--- src/rtl/pipeline_regs.sv ---
// Pipeline register bank for the 5-stage processor datapath.
// Holds the IF/ID, ID/EX and EX/WB latches. Every output comes straight
// from a flop. Each stage supports synchronous reset, and some stages also
// support flush (bubble insertion) or stall. The all-zero word is the
// bubble encoding everywhere.
module pipeline_regs (
    input  logic        clk,
    input  logic        rst,
    input  logic        ifid_stall,
    input  logic        ifid_flush,
    input  logic        idex_flush,

    // IF/ID
    input  logic [31:0] if_pc,
    input  logic [31:0] if_inst,
    output logic [31:0] id_pc,
    output logic [31:0] id_inst,

    // ID/EX control
    input  logic        id_branch,
    input  logic        id_jump,
    input  logic        id_jump_mem,
    input  logic        id_mem_read,
    input  logic        id_mem_to_reg,
    input  logic        id_mem_write,
    input  logic        id_alu_src,
    input  logic        id_reg_wrt,
    input  logic        id_svpc,
    input  logic        id_add,
    input  logic        id_sub,
    input  logic        id_inc,
    input  logic        id_neg,

    // ID/EX data
    input  logic [31:0] id_imm,
    input  logic [5:0]  id_rd,
    input  logic [5:0]  id_rs,
    input  logic [5:0]  id_rt,
    input  logic [31:0] id_rs_data,
    input  logic [31:0] id_rt_data,
    input  logic [31:0] id_pc_x,

    output logic        ex_branch,
    output logic        ex_jump,
    output logic        ex_jump_mem,
    output logic        ex_mem_read,
    output logic        ex_mem_to_reg,
    output logic        ex_mem_write,
    output logic        ex_alu_src,
    output logic        ex_reg_wrt,
    output logic        ex_svpc,
    output logic        ex_add,
    output logic        ex_sub,
    output logic        ex_inc,
    output logic        ex_neg,
    output logic [31:0] ex_imm,
    output logic [5:0]  ex_rd,
    output logic [5:0]  ex_rs,
    output logic [5:0]  ex_rt,
    output logic [31:0] ex_rs_data,
    output logic [31:0] ex_rt_data,
    output logic [31:0] ex_pc_x,

    // EX/WB
    input  logic        ex_mem_to_reg_in,
    input  logic [31:0] ex_dm_out,
    input  logic [31:0] ex_alu_out,
    input  logic        ex_reg_wrt_in,
    input  logic [5:0]  ex_rd_in,
    input  logic [31:0] ex_sum_out,
    input  logic        ex_svpc_in,

    output logic        wb_mem_to_reg,
    output logic [31:0] wb_dm_data,
    output logic [31:0] wb_alu,
    output logic        wb_reg_wrt,
    output logic [5:0]  wb_rd,
    output logic [31:0] wb_adder,
    output logic        wb_svpc
);

    // IF/ID latch: reset and flush both load the NOP bubble, and flush beats stall
    always_ff @(posedge clk) begin
        if (rst || ifid_flush) begin
            id_pc   <= 32'h0000_0000;
            id_inst <= 32'h0000_0000;
        end else if (!ifid_stall) begin
            id_pc   <= if_pc;
            id_inst <= if_inst;
        end
    end

    // ID/EX latch: reset or flush clears the whole entry (control and data), otherwise load
    always_ff @(posedge clk) begin
        if (rst || idex_flush) begin
            ex_branch     <= 1'b0;
            ex_jump       <= 1'b0;
            ex_jump_mem   <= 1'b0;
            ex_mem_read   <= 1'b0;
            ex_mem_to_reg <= 1'b0;
            ex_mem_write  <= 1'b0;
            ex_alu_src    <= 1'b0;
            ex_reg_wrt    <= 1'b0;
            ex_svpc       <= 1'b0;
            ex_add        <= 1'b0;
            ex_sub        <= 1'b0;
            ex_inc        <= 1'b0;
            ex_neg        <= 1'b0;
            ex_imm        <= 32'h0000_0000;
            ex_rd         <= 6'd0;
            ex_rs         <= 6'd0;
            ex_rt         <= 6'd0;
            ex_rs_data    <= 32'h0000_0000;
            ex_rt_data    <= 32'h0000_0000;
            ex_pc_x       <= 32'h0000_0000;
        end else begin
            ex_branch     <= id_branch;
            ex_jump       <= id_jump;
            ex_jump_mem   <= id_jump_mem;
            ex_mem_read   <= id_mem_read;
            ex_mem_to_reg <= id_mem_to_reg;
            ex_mem_write  <= id_mem_write;
            ex_alu_src    <= id_alu_src;
            ex_reg_wrt    <= id_reg_wrt;
            ex_svpc       <= id_svpc;
            ex_add        <= id_add;
            ex_sub        <= id_sub;
            ex_inc        <= id_inc;
            ex_neg        <= id_neg;
            ex_imm        <= id_imm;
            ex_rd         <= id_rd;
            ex_rs         <= id_rs;
            ex_rt         <= id_rt;
            ex_rs_data    <= id_rs_data;
            ex_rt_data    <= id_rt_data;
            ex_pc_x       <= id_pc_x;
        end
    end

    // EX/WB latch: only reset interrupts the every-cycle load
    always_ff @(posedge clk) begin
        if (rst) begin
            wb_mem_to_reg <= 1'b0;
            wb_dm_data    <= 32'h0000_0000;
            wb_alu        <= 32'h0000_0000;
            wb_reg_wrt    <= 1'b0;
            wb_rd         <= 6'd0;
            wb_adder      <= 32'h0000_0000;
            wb_svpc       <= 1'b0;
        end else begin
            wb_mem_to_reg <= ex_mem_to_reg_in;
            wb_dm_data    <= ex_dm_out;
            wb_alu        <= ex_alu_out;
            wb_reg_wrt    <= ex_reg_wrt_in;
            wb_rd         <= ex_rd_in;
            wb_adder      <= ex_sum_out;
            wb_svpc       <= ex_svpc_in;
        end
    end

endmodule

--- config.mk ---
export PLATFORM = sky130hd
export DESIGN_NAME = pipeline_regs
export DESIGN_NICKNAME = d
export VERILOG_FILES = /design/src/rtl/pipeline_regs.sv
export SDC_FILE = /design/constraint.sdc
export NUM_CORES = 1
export LEC_CHECK = 0
export ABC_AREA = 1
export BUFFER_PORTS_ARGS = -buffer_cell sky130_fd_sc_hd__buf_4
export CAP_MARGIN = 5
export CORE_AREA = 5 5 254 256
export DETAILED_ROUTE_END_ITERATION = 16
export DIE_AREA = 0 0 259 261
export PLACE_DENSITY = 0.43
export SETUP_SLACK_MARGIN = 0.3
export SLEW_MARGIN = 20
export SYNTH_ARGS = -nofsm -noshare
export SYNTH_HDL_FRONTEND = slang
export SYNTH_SLANG_ARGS = --single-unit
--- constraint.sdc ---
create_clock -name clk -period 2.67 [get_ports clk]
set_clock_uncertainty 0.2 [all_clocks]
set_input_delay 0.534 -clock clk [delete_from_list [all_inputs] [get_ports clk]]
set_output_delay 0.534 -clock clk [all_outputs]
set_load 0.01 [all_outputs]
==> results of run 1 <==
area by class of cell:
class,count,area [sq um]
fill,6356,41500
clock inverter,14,158
sequential,328,6570
tap,846,1060
timing repair buffer,955,7900
multi-input combinational,522,2720
inverter,328,1230
clock buffer,57,1150
kinds of logic after synthesis:
logic type             share of synthesized area [%]
and+or+nand+nor                                 24.9
buffers and inverters                           15.0
DFF                                             60.1
power by group through the flow:
stage                     Combinational (mW)  Sequential [mW]  Clock, mW
after global routing                    1.89             5.21       5.86
after floorplan                        0.464             5.41          0
after CTS                               1.77             5.20       5.66
after detailed placement                1.42             5.30          0
final                                   1.74             5.19       5.41
after global placement                  1.41             5.30          0
final timing paths:
kind | slack (ns) | cells past startpoint | endpoint | from
setup / recovery | 0.90 | 1 | wb_alu[0] | wb_alu[0]
setup reg to reg | 1.84 | 4 | id_inst[20] | id_inst[20]
hold / removal | 0.04 | 3 | wb_adder[11] | ex_sum_out[11]
hold reg to reg | 0.30 | 4 | id_pc[18] | id_pc[18]
cell usage in the layout, fill, tap and decap left out, types with 3 or more instances in the layout:
cell type / synthesis / layout
dfxtp_1: 328 / 328
dlygate4sd3_1: 0 / 281
clkbuf_16: 0 / 41
nor2_4: 100 / 101
inv_1: 328 / 328
nand2_1: 128 / 128
buf_4: 0 / 672
clkbuf_1: 23 / 10
clkbuf_8: 0 / 6
bufinv_16: 0 / 3
nor2_1: 292 / 292
clkinv_2: 0 / 7
tightest hold or removal path, stage by stage:
cell	delay [ns]
buf_4	0.09
inv_1	0.03
nor2_1	0.07
what timing repair did:
item / in CTS / in global routing
hold buffers: 281 / 0
hold endpoints to repair: 281 / 0
gates resized for setup: 0 / 0
setup buffers: 0 / 0
per-layer routing:
metal  global-route usage, %  up-vias  routed length [microns]
met4                    4.13        0                     1300
li1                        -     5247                        -
met1                    12.1     4526                    15000
met2                    20.8      390                    21600
met3                    4.10       68                     3650
met5                       0        -                        0
==> reports/qor.txt, run 1 <==
Slew Viols, Final = 0
post-synthesis sequential area ratio = 60.1%
Post-Syn Area per Cell = 8.89 sq um
first-pass GRT wire length = 60500 microns
status = complete, no violations
Rows = 92
Static Leak = 10.6 nW
Final Core Density = 33.4%
Cells after DPL = 2698
top cell type's share of synthesized area = 60.1%
Syn Nets = 1561
starting density of the core = 17.5%
final hold violation count = 0
DRC viols = 0
crit path buf inv count = 1
Synth Instances = 1228
Tmin final = 1.77 ns
Synth cell types = 13
fin crit share = 66.3%
area grow syn2layout = 90.3%
synthesis-stage register bit count = 328
part of the power in combinational logic = 14.1%
vias in the first global route = 10700
H-tree depth = 2
cts bufs inserted = 40
worst path required time = 1.94 ns
switching power = 2.96 mW
Yosys warning count = 0
Post-synth top flop = dfxtp_1
die area = 0.0676 sq mm
Clk Latency, worst-skew pair = 0.54 ns
final instance area = 0.0208 sq mm
worst-path cell chain = buf_4
# nets final = 2508
core area = 0.0623 sq mm
max_slew headroom = 38.1%
Worst setup EP type = output port
Synth async-reset ratio = 0%
RD Place Congestion = 0.785
Tot Pwr = 12.3 mW
EDFF count, synth = 0
post-synthesis cell area = 0.0109 sq mm
Sw Ratio = 23.9%
worst hold slack = 0.0425 ns
CTS tree = done
Clk pwr share = 43.8%
overall routing resource usage = 11.4%
RSZ-0062 raised after global routing = false
grt ovf = 0
fmax = 565 MHz
die height = 261 microns
largest net degree at the start of global routing = 58
CTS Root Buffer Type = clkbuf_16
Total Wirelength = 41500 microns
post-DP HPWL = 31500 microns
family with the most delay on the worst path = flip-flops
top cell types by occurrence after synthesis = dfxtp_1, inv_1, nor2_1
initial antenna violation count = 0
IO Pins = 661
critical path's slowest cell = dfxtp_1
worst-margin pin slew = 0.928 ns
layout cells sized above 1 = 38.0%
largest cells by area after synthesis = dfxtp_1, inv_1, nor2_4
1st-iter DRT viols = 295
Port Buf Inserts = 660
Die Width = 259 microns
CTS Buffer Depth = 3
Int Pwr = 9.39 mW
Wirelength per Cell = 13.6 microns
TNS Setup = 0 ns
Seq pwr share = 42.1%
Worst Setup Slack, final = 0.899 ns
Hold Crit Class = in2reg
maximum vdd ir drop = 464 uV
dominant cell type by area after synthesis = dfxtp_1
Setup Viol. Count Final = 0
pre-CTS WS = 0.468 ns
# diodes = 0
Vias = 10200
critical path's largest stage delay = 0.36 ns
Worst-path clk slew = 0.06 ns
Finished Layout Cells = 3050
Clock Sinks = 328
critical-path maximum fanout = 1
ANT nets after route = 0
PwrDens = 594 mW/mm^2
vias per cell = 3.35
Worst setup SP type = flip-flop
max_cap viols = 0
Crit Path Class = reg2out
iteration count of the initial detailed-routing pass = 4
Placement Cell Area = 0.0167 sq mm
arrival time at the worst endpoint = 1.04 ns
(Power assumes the default switching activity.)
==> run 2: changes to the inputs <==
--- a/config.mk
+++ b/config.mk
@@ -5,13 +5,13 @@
 export SDC_FILE = /design/constraint.sdc
 export NUM_CORES = 1
 export LEC_CHECK = 0
-export ABC_AREA = 1
+export ABC_AREA = 0
 export BUFFER_PORTS_ARGS = -buffer_cell sky130_fd_sc_hd__buf_4
 export CAP_MARGIN = 5
-export CORE_AREA = 5 5 254 256
+export CORE_AREA = 5 5 257 259
 export DETAILED_ROUTE_END_ITERATION = 16
-export DIE_AREA = 0 0 259 261
-export PLACE_DENSITY = 0.43
+export DIE_AREA = 0 0 262 264
+export PLACE_DENSITY = 0.39
 export SETUP_SLACK_MARGIN = 0.3
 export SLEW_MARGIN = 20
 export SYNTH_ARGS = -nofsm -noshare
==> constraint.sdc (replaced) <==
create_clock -name clk -period 1.85 [get_ports clk]
set_clock_uncertainty 0.2 [all_clocks]
set_input_delay 0.37 -clock clk [delete_from_list [all_inputs] [get_ports clk]]
set_output_delay 0.37 -clock clk [all_outputs]
set_load 0.01 [all_outputs]
==> reports/qor.txt, run 2 <==
most common cell after layout, fill and taps aside = buf_4 (unchanged)
final instance area = 0.0217 sq mm (was 0.0208 sq mm)
Crit Path Class = reg2out (unchanged)
CTS Root Buffer Type = clkbuf_16 (unchanged)
Post-synth top flop = dfxtp_1 (unchanged)
Clk Latency, worst-skew pair = 0.53 ns (was 0.54 ns)
H-tree depth = 2 (unchanged)
worst-margin pin slew = 0.340 ns (was 0.928 ns)
first-pass GRT wire length = 60200 microns (was 60500 microns)
r2r worst-path depth = 3 (was 4)
R2R setup slack = 0.90 ns (was 1.84 ns)
crit path buf inv count = 1 (unchanged)
vias in the first global route = 9853 (was 10700)
Yosys warning count = 0 (unchanged)
Static Leak = 9.72 nW (was 10.6 nW)
Port Buf Inserts = 660 (unchanged)
post-synthesis sequential area ratio = 69.5% (was 60.1%)
worst path required time = 1.28 ns (was 1.94 ns)
most frequent cell after synthesis = dfxtp_1
Synth Instances = 764 (was 1228)
mux cell area share after synthesis = 6.79% (was 0%)
starting density of the core = 14.8% (was 17.5%)
worst r2r dst = id_inst[23] (was id_inst[20])
Placement Cell Area = 0.0154 sq mm (was 0.0167 sq mm)
CTS tree = done (unchanged)
final hold violation count = 0 (unchanged)
max_cap viols = 0 (unchanged)
cts bufs inserted = 41 (was 40)
ANT nets after route = 0 (unchanged)
EDFF count, synth = 0 (unchanged)
xor/xnor share of the synthesized area = 0% (unchanged)
1st-iter DRT viols = 242 (was 295)
FILL cells = 6342 (was 6356)
fmax = 626 MHz
Worst setup SP type = flip-flop (unchanged)
vias per cell = 3.38 (was 3.35)
DRC viols = 0 (unchanged)
Hold Crit Class = in2reg (unchanged)
Setup Viol. Count Final = 0 (unchanged)
layout cells sized above 1 = 59.0% (was 38.0%)
Die Width = 262 microns (was 259 microns)
post-synthesis cell area = 0.00944 sq mm (was 0.0109 sq mm)
Slew Viols, Final = 0 (unchanged)
dominant cell type by area after synthesis = dfxtp_1 (unchanged)
RSZ-0062 raised after global routing = true (was false)
largest cells by area after synthesis = dfxtp_1, and2_1, nor2b_1 (was dfxtp_1, inv_1, nor2_4)
largest net degree at the start of global routing = 65 (was 58)
top cell type's share of synthesized area = 69.5% (was 60.1%)
status = complete, no violations (unchanged)
PwrDens = 834 mW/mm^2 (was 594 mW/mm^2)
Worst setup EP type = output port (unchanged)
synthesis-stage register bit count = 328 (unchanged)
Crit path depth = 1 (unchanged)
Total Wirelength = 41500 microns (about the same)
family with the most delay on the worst path = flip-flops (unchanged)
initial antenna violation count = 1 (was 0)
fin crit share = 86.3%
max_slew headroom = 77.3% (was 38.1%)
maximum vdd ir drop = 745 uV (was 464 uV)
critical-path maximum fanout = 1 (unchanged)
critical path's largest stage delay = 0.36 ns (about the same)
CTS Buffer Depth = 3 (unchanged)
Worst Setup SP = ex_rs[1] (was wb_alu[0])
Simple-Gate Fraction of Synth Area = 20.2% (was 24.9%)
post-DP HPWL = 31000 microns (was 31500 microns)
critical path's slowest cell = dfxtp_4 (was dfxtp_1)
# nets final = 2104 (was 2508)
iteration count of the initial detailed-routing pass = 4 (unchanged)
arrival time at the worst endpoint = 1.03 ns (was 1.04 ns)
grt ovf = 0 (unchanged)
Post-Syn Area per Cell = 12.4 sq um (was 8.89 sq um)
Clock Sinks = 328 (unchanged)
core area = 0.0636 sq mm (was 0.0623 sq mm)
Synth Area in Compound Gates = 0% (unchanged)
RR Startpoint = id_inst[23] (was id_inst[20])
Worst-path clk slew = 0.05 ns (was 0.06 ns)
# diodes = 0 (unchanged)
Worst Setup EP = ex_rs[1] (was wb_alu[0])
most frequent cells in the layout = buf_4, buf_6, dlygate4sd3_1 (was buf_4, inv_1, dfxtp_1)
Synth async-reset ratio = 0% (unchanged)
Synth cell types = 11 (was 13)
pre-CTS WS = 0.308 ns (was 0.468 ns)
area grow syn2layout = 129% (was 90.3%)
Rows = 93 (was 92)
IO Pins = 661 (unchanged)
Final Core Density = 34.0% (was 33.4%)
Tot Pwr = 18.1 mW (was 12.3 mW)
Worst Setup Slack, final = 0.253 ns (was 0.899 ns)
Vias = 8947 (was 10200)
top cell types by occurrence after synthesis = dfxtp_1, and2_1, nor2b_1 (was dfxtp_1, inv_1, nor2_1)
TNS Setup = 0 ns (unchanged)
worst-path cell chain = buf_6 (was buf_4)
die area = 0.0692 sq mm (was 0.0676 sq mm)
Adder-Cell Fraction of Synth Area = 0% (unchanged)
largest family of logic cells by synthesized area = simple AND/OR/NAND/NOR gates (unchanged)
RD Place Congestion = 0.771 (was 0.785)
Wirelength per Cell = 15.7 microns (was 13.6 microns)
overall routing resource usage = 11.3% (was 11.4%)
Syn Nets = 1097 (was 1561)
die height = 264 microns (was 261 microns)
Tmin final = 1.60 ns
-- run 2: cell families after synthesis --
family | count (synthesis)
buf+inv | 42
simple gates | 330
flops | 328
mux | 64
-- run 2: worst min-delay path by stage --
stage | from | end | slack [ns] | cells after the start
6_report | ex_sum_out[19] | wb_adder[19] | 0.08 | 3
5_1_grt | ex_sum_out[19] | wb_adder[19] | 0.06 | 3
4_1_cts | idex_flush | ex_pc_x[15] | 0.05 | 4
3_5_place_dp | id_inst[22] | id_inst[22] | 0.29 | 2
3_3_place_gp | id_pc[28] | id_pc[28] | 0.28 | 2
2_1_floorplan | id_add | ex_add | 0.29 | 1
-- run 2: area by class of cell --
| cell class | count | area [sq um] | area share [%] |
|---|---|---|---|
| flip-flops and latches | 328 | 6990 | 32.3 |
| well taps | 855 | 1070 | 4.94 |
| repair buffers | 1006 | 9710 | 44.9 |
| clock inverters | 6 | 134 | 0.618 |
| clock buffers | 60 | 1200 | 5.54 |
| multi-input cells | 394 | 2550 | 11.8 |
-- run 2: power by group --
group | switching, mW | internal (mW)
Clock | 3.00 | 5.00
Sequential | 0.163 | 7.43
Combinational | 0.811 | 1.66
-- run 2: repair_timing --
item / CTS / global route
gates resized for setup: 601 / 57
endpoints found under the setup margin: 328 / 328
setup buffers: 2 / 2
endpoints found under the hold margin: 327 / 0
hold buffers: 327 / 0
-- run 2: layer usage --
layer  up-vias  part of all wire, %  global-route usage (%)
li1       4373                    -                       -
met1      4177                   36                    12.0
met2       328                   54                    21.1
met3        67                  7.9                    3.61
met4         2                  2.6                    3.70
met5         -                0.026                       0
-- run 2: per-stage QoR --
step                      std cells  hold slack [ns]
after floorplan                 764            0.292
after global placement         2252            0.276
after detailed placement       2252            0.290
after CTS                      2647           0.0452
after global routing           2649           0.0592
final                          2649           0.0770
==> run 3: changes to the inputs <==
--- a/config.mk
+++ b/config.mk
@@ -11,7 +11,7 @@
 export CORE_AREA = 5 5 257 259
 export DETAILED_ROUTE_END_ITERATION = 16
 export DIE_AREA = 0 0 262 264
-export PLACE_DENSITY = 0.39
+export PLACE_DENSITY = 0.37
 export SETUP_SLACK_MARGIN = 0.3
 export SLEW_MARGIN = 20
 export SYNTH_ARGS = -nofsm -noshare
==> reports/qor.txt, run 3 (synthesis gave the netlist of run 2 again) <==
status = complete, no violations (unchanged)
PwrDens = 838 mW/mm^2 (was 834 mW/mm^2)
final hold violation count = 0 (unchanged)
vias per cell = 3.35 (was 3.38)
Crit Path Class = reg2out (unchanged)
worst-path cell chain = buf_6 (unchanged)
Setup Viol. Count Final = 0 (unchanged)
largest net degree at the start of global routing = 44 (was 65)
RR Startpoint = id_pc[24] (was id_inst[23])
Placement Cell Area = 0.0154 sq mm (about the same)
core area = 0.0636 sq mm (unchanged)
vias in the first global route = 9841 (was 9853)
1st-iter DRT viols = 159 (was 242)
Static Leak = 9.78 nW (was 9.72 nW)
Finished Layout Cells = 2662 (was 2649)
DRC viols = 0 (unchanged)
die height = 264 microns (unchanged)
Cells after DPL = 2251 (was 2252)
met1 wire length = 14600 microns (was 14900 microns)
family with the most delay on the worst path = flip-flops (unchanged)
Die Width = 262 microns (unchanged)
iteration count of the initial detailed-routing pass = 4 (unchanged)
critical-path maximum fanout = 1 (unchanged)
met2 wire len = 21400 microns (was 22300 microns)
area grow syn2layout = 131% (was 129%)
critical path's slowest cell = dfxtp_4 (unchanged)
H-tree depth = 2 (unchanged)
metal3 WL = 4090 microns (was 3300 microns)
grt ovf = 0 (unchanged)
Worst-path clk slew = 0.06 ns (was 0.05 ns)
layout cells sized above 1 = 59.0% (about the same)
CTS tree = done (unchanged)
arrival time at the worst endpoint = 1.03 ns (about the same)
starting density of the core = 14.8% (unchanged)
die area = 0.0692 sq mm (unchanged)
worst hold slack = 0.0646 ns (was 0.0770 ns)
first-pass GRT wire length = 59900 microns (was 60200 microns)
max_cap viols = 0 (unchanged)
RSZ-0062 raised after global routing = true (unchanged)
critical path's largest stage delay = 0.36 ns (about the same)
crit path buf inv count = 1 (unchanged)
RD Place Congestion = 0.770 (was 0.771)
origin of the worst min-delay path = idex_flush (was ex_sum_out[19])
initial antenna violation count = 3 (was 1)
R2R setup slack = 0.89 ns (was 0.90 ns)
Top Layer Used = met5 (unchanged)
Port Buf Inserts = 660 (unchanged)
Worst setup SP type = flip-flop (unchanged)
Tmin final = 1.60 ns (about the same)
fmax = 624 MHz (was 626 MHz)
overall routing resource usage = 11.3% (about the same)
fin crit share = 86.6% (was 86.3%)
Worst setup EP type = output port (unchanged)
Hold Crit Class = in2reg (unchanged)
max_slew headroom = 74.5% (was 77.3%)
Vias = 8915 (was 8947)
maximum vdd ir drop = 615 uV (was 745 uV)
Clk Latency, worst-skew pair = 0.55 ns (was 0.53 ns)
IO Pins = 661 (unchanged)
final instance area = 0.0218 sq mm (was 0.0217 sq mm)
ANT nets after route = 0 (unchanged)
worst-margin pin slew = 0.383 ns (was 0.340 ns)
most common cell after layout, fill and taps aside = buf_4 (unchanged)
TNS Setup = 0 ns (unchanged)
Rows = 93 (unchanged)
most frequent cells in the layout = buf_4, dlygate4sd3_1, buf_6 (was buf_4, buf_6, dlygate4sd3_1)
Worst Setup SP = wb_adder[11] (was ex_rs[1])
worst path required time = 1.28 ns (about the same)
CTS Root Buffer Type = clkbuf_16 (unchanged)
Clock Sinks = 328 (unchanged)
Total Wirelength = 41500 microns (about the same)
post-DP HPWL = 31300 microns (was 31000 microns)
cts bufs inserted = 41 (unchanged)
Wirelength per Cell = 15.6 microns (was 15.7 microns)
# nets final = 2108 (was 2104)
Slew Viols, Final = 0 (unchanged)
CTS Buffer Depth = 3 (unchanged)
## run 3: changes by cell type in the layout (fill, tap and decap cells not counted), moves of 2 or more
cell,change
clkinv_2,+3
buf_4,-4
dlygate4sd3_1,+7
clkbuf_8,+7
clkinv_8,+2
clkbuf_16,-2
dfxtp_4,-2
dfxtp_2,+3
## run 3: power by group
group / switching (mW) / total [mW] / internal (mW) / leakage [nW]
sequential: 0.161 / 7.59 / 7.43 / 2.82
clock: 3.13 / 8.17 / 5.03 / 0.687
combinational: 0.815 / 2.49 / 1.67 / 6.28
## run 3: path summary, 6_finish.rpt
check,to,depth (start not counted)
setup reg to reg,id_pc[24],3
hold reg to reg,id_pc[17],2
hold / removal,ex_svpc,4
setup / recovery,wb_adder[11],1
## run 3: cell type report
type                    count  area, sq um
multi-input cells         394         2550
clock inverters            10          151
repair buffers           1010         9780
clock buffers              64         1240
well taps                 855         1070
fillers                  6470        41900
diodes                      1         2.50
flip-flops and latches    328         6980
## run 3: stage by stage
step	utilization [%]	power (mW)	setup slack, ns
after floorplan	-	8.18	0.522
after global placement	24.1	9.37	0.317
after detailed placement	24.1	9.38	0.298
after CTS	34.1	18.7	0.187
after global routing	34.2	19.1	0.192
final	34.2	18.2	0.248
## run 3: metal layers
layer / up-vias / global-route usage [%]
met5: - / 0
met4: 2 / 4.22
met3: 78 / 4.36
met2: 359 / 20.4
met1: 4093 / 11.9
li1: 4383 / -
## run 3: repair_timing
item                                    in CTS  in global routing
endpoints found under the setup margin     328                328
hold endpoints to repair                   328                  0
gates resized for setup                    592                 66
hold buffers                               334                  0
setup buffers                                1                  1
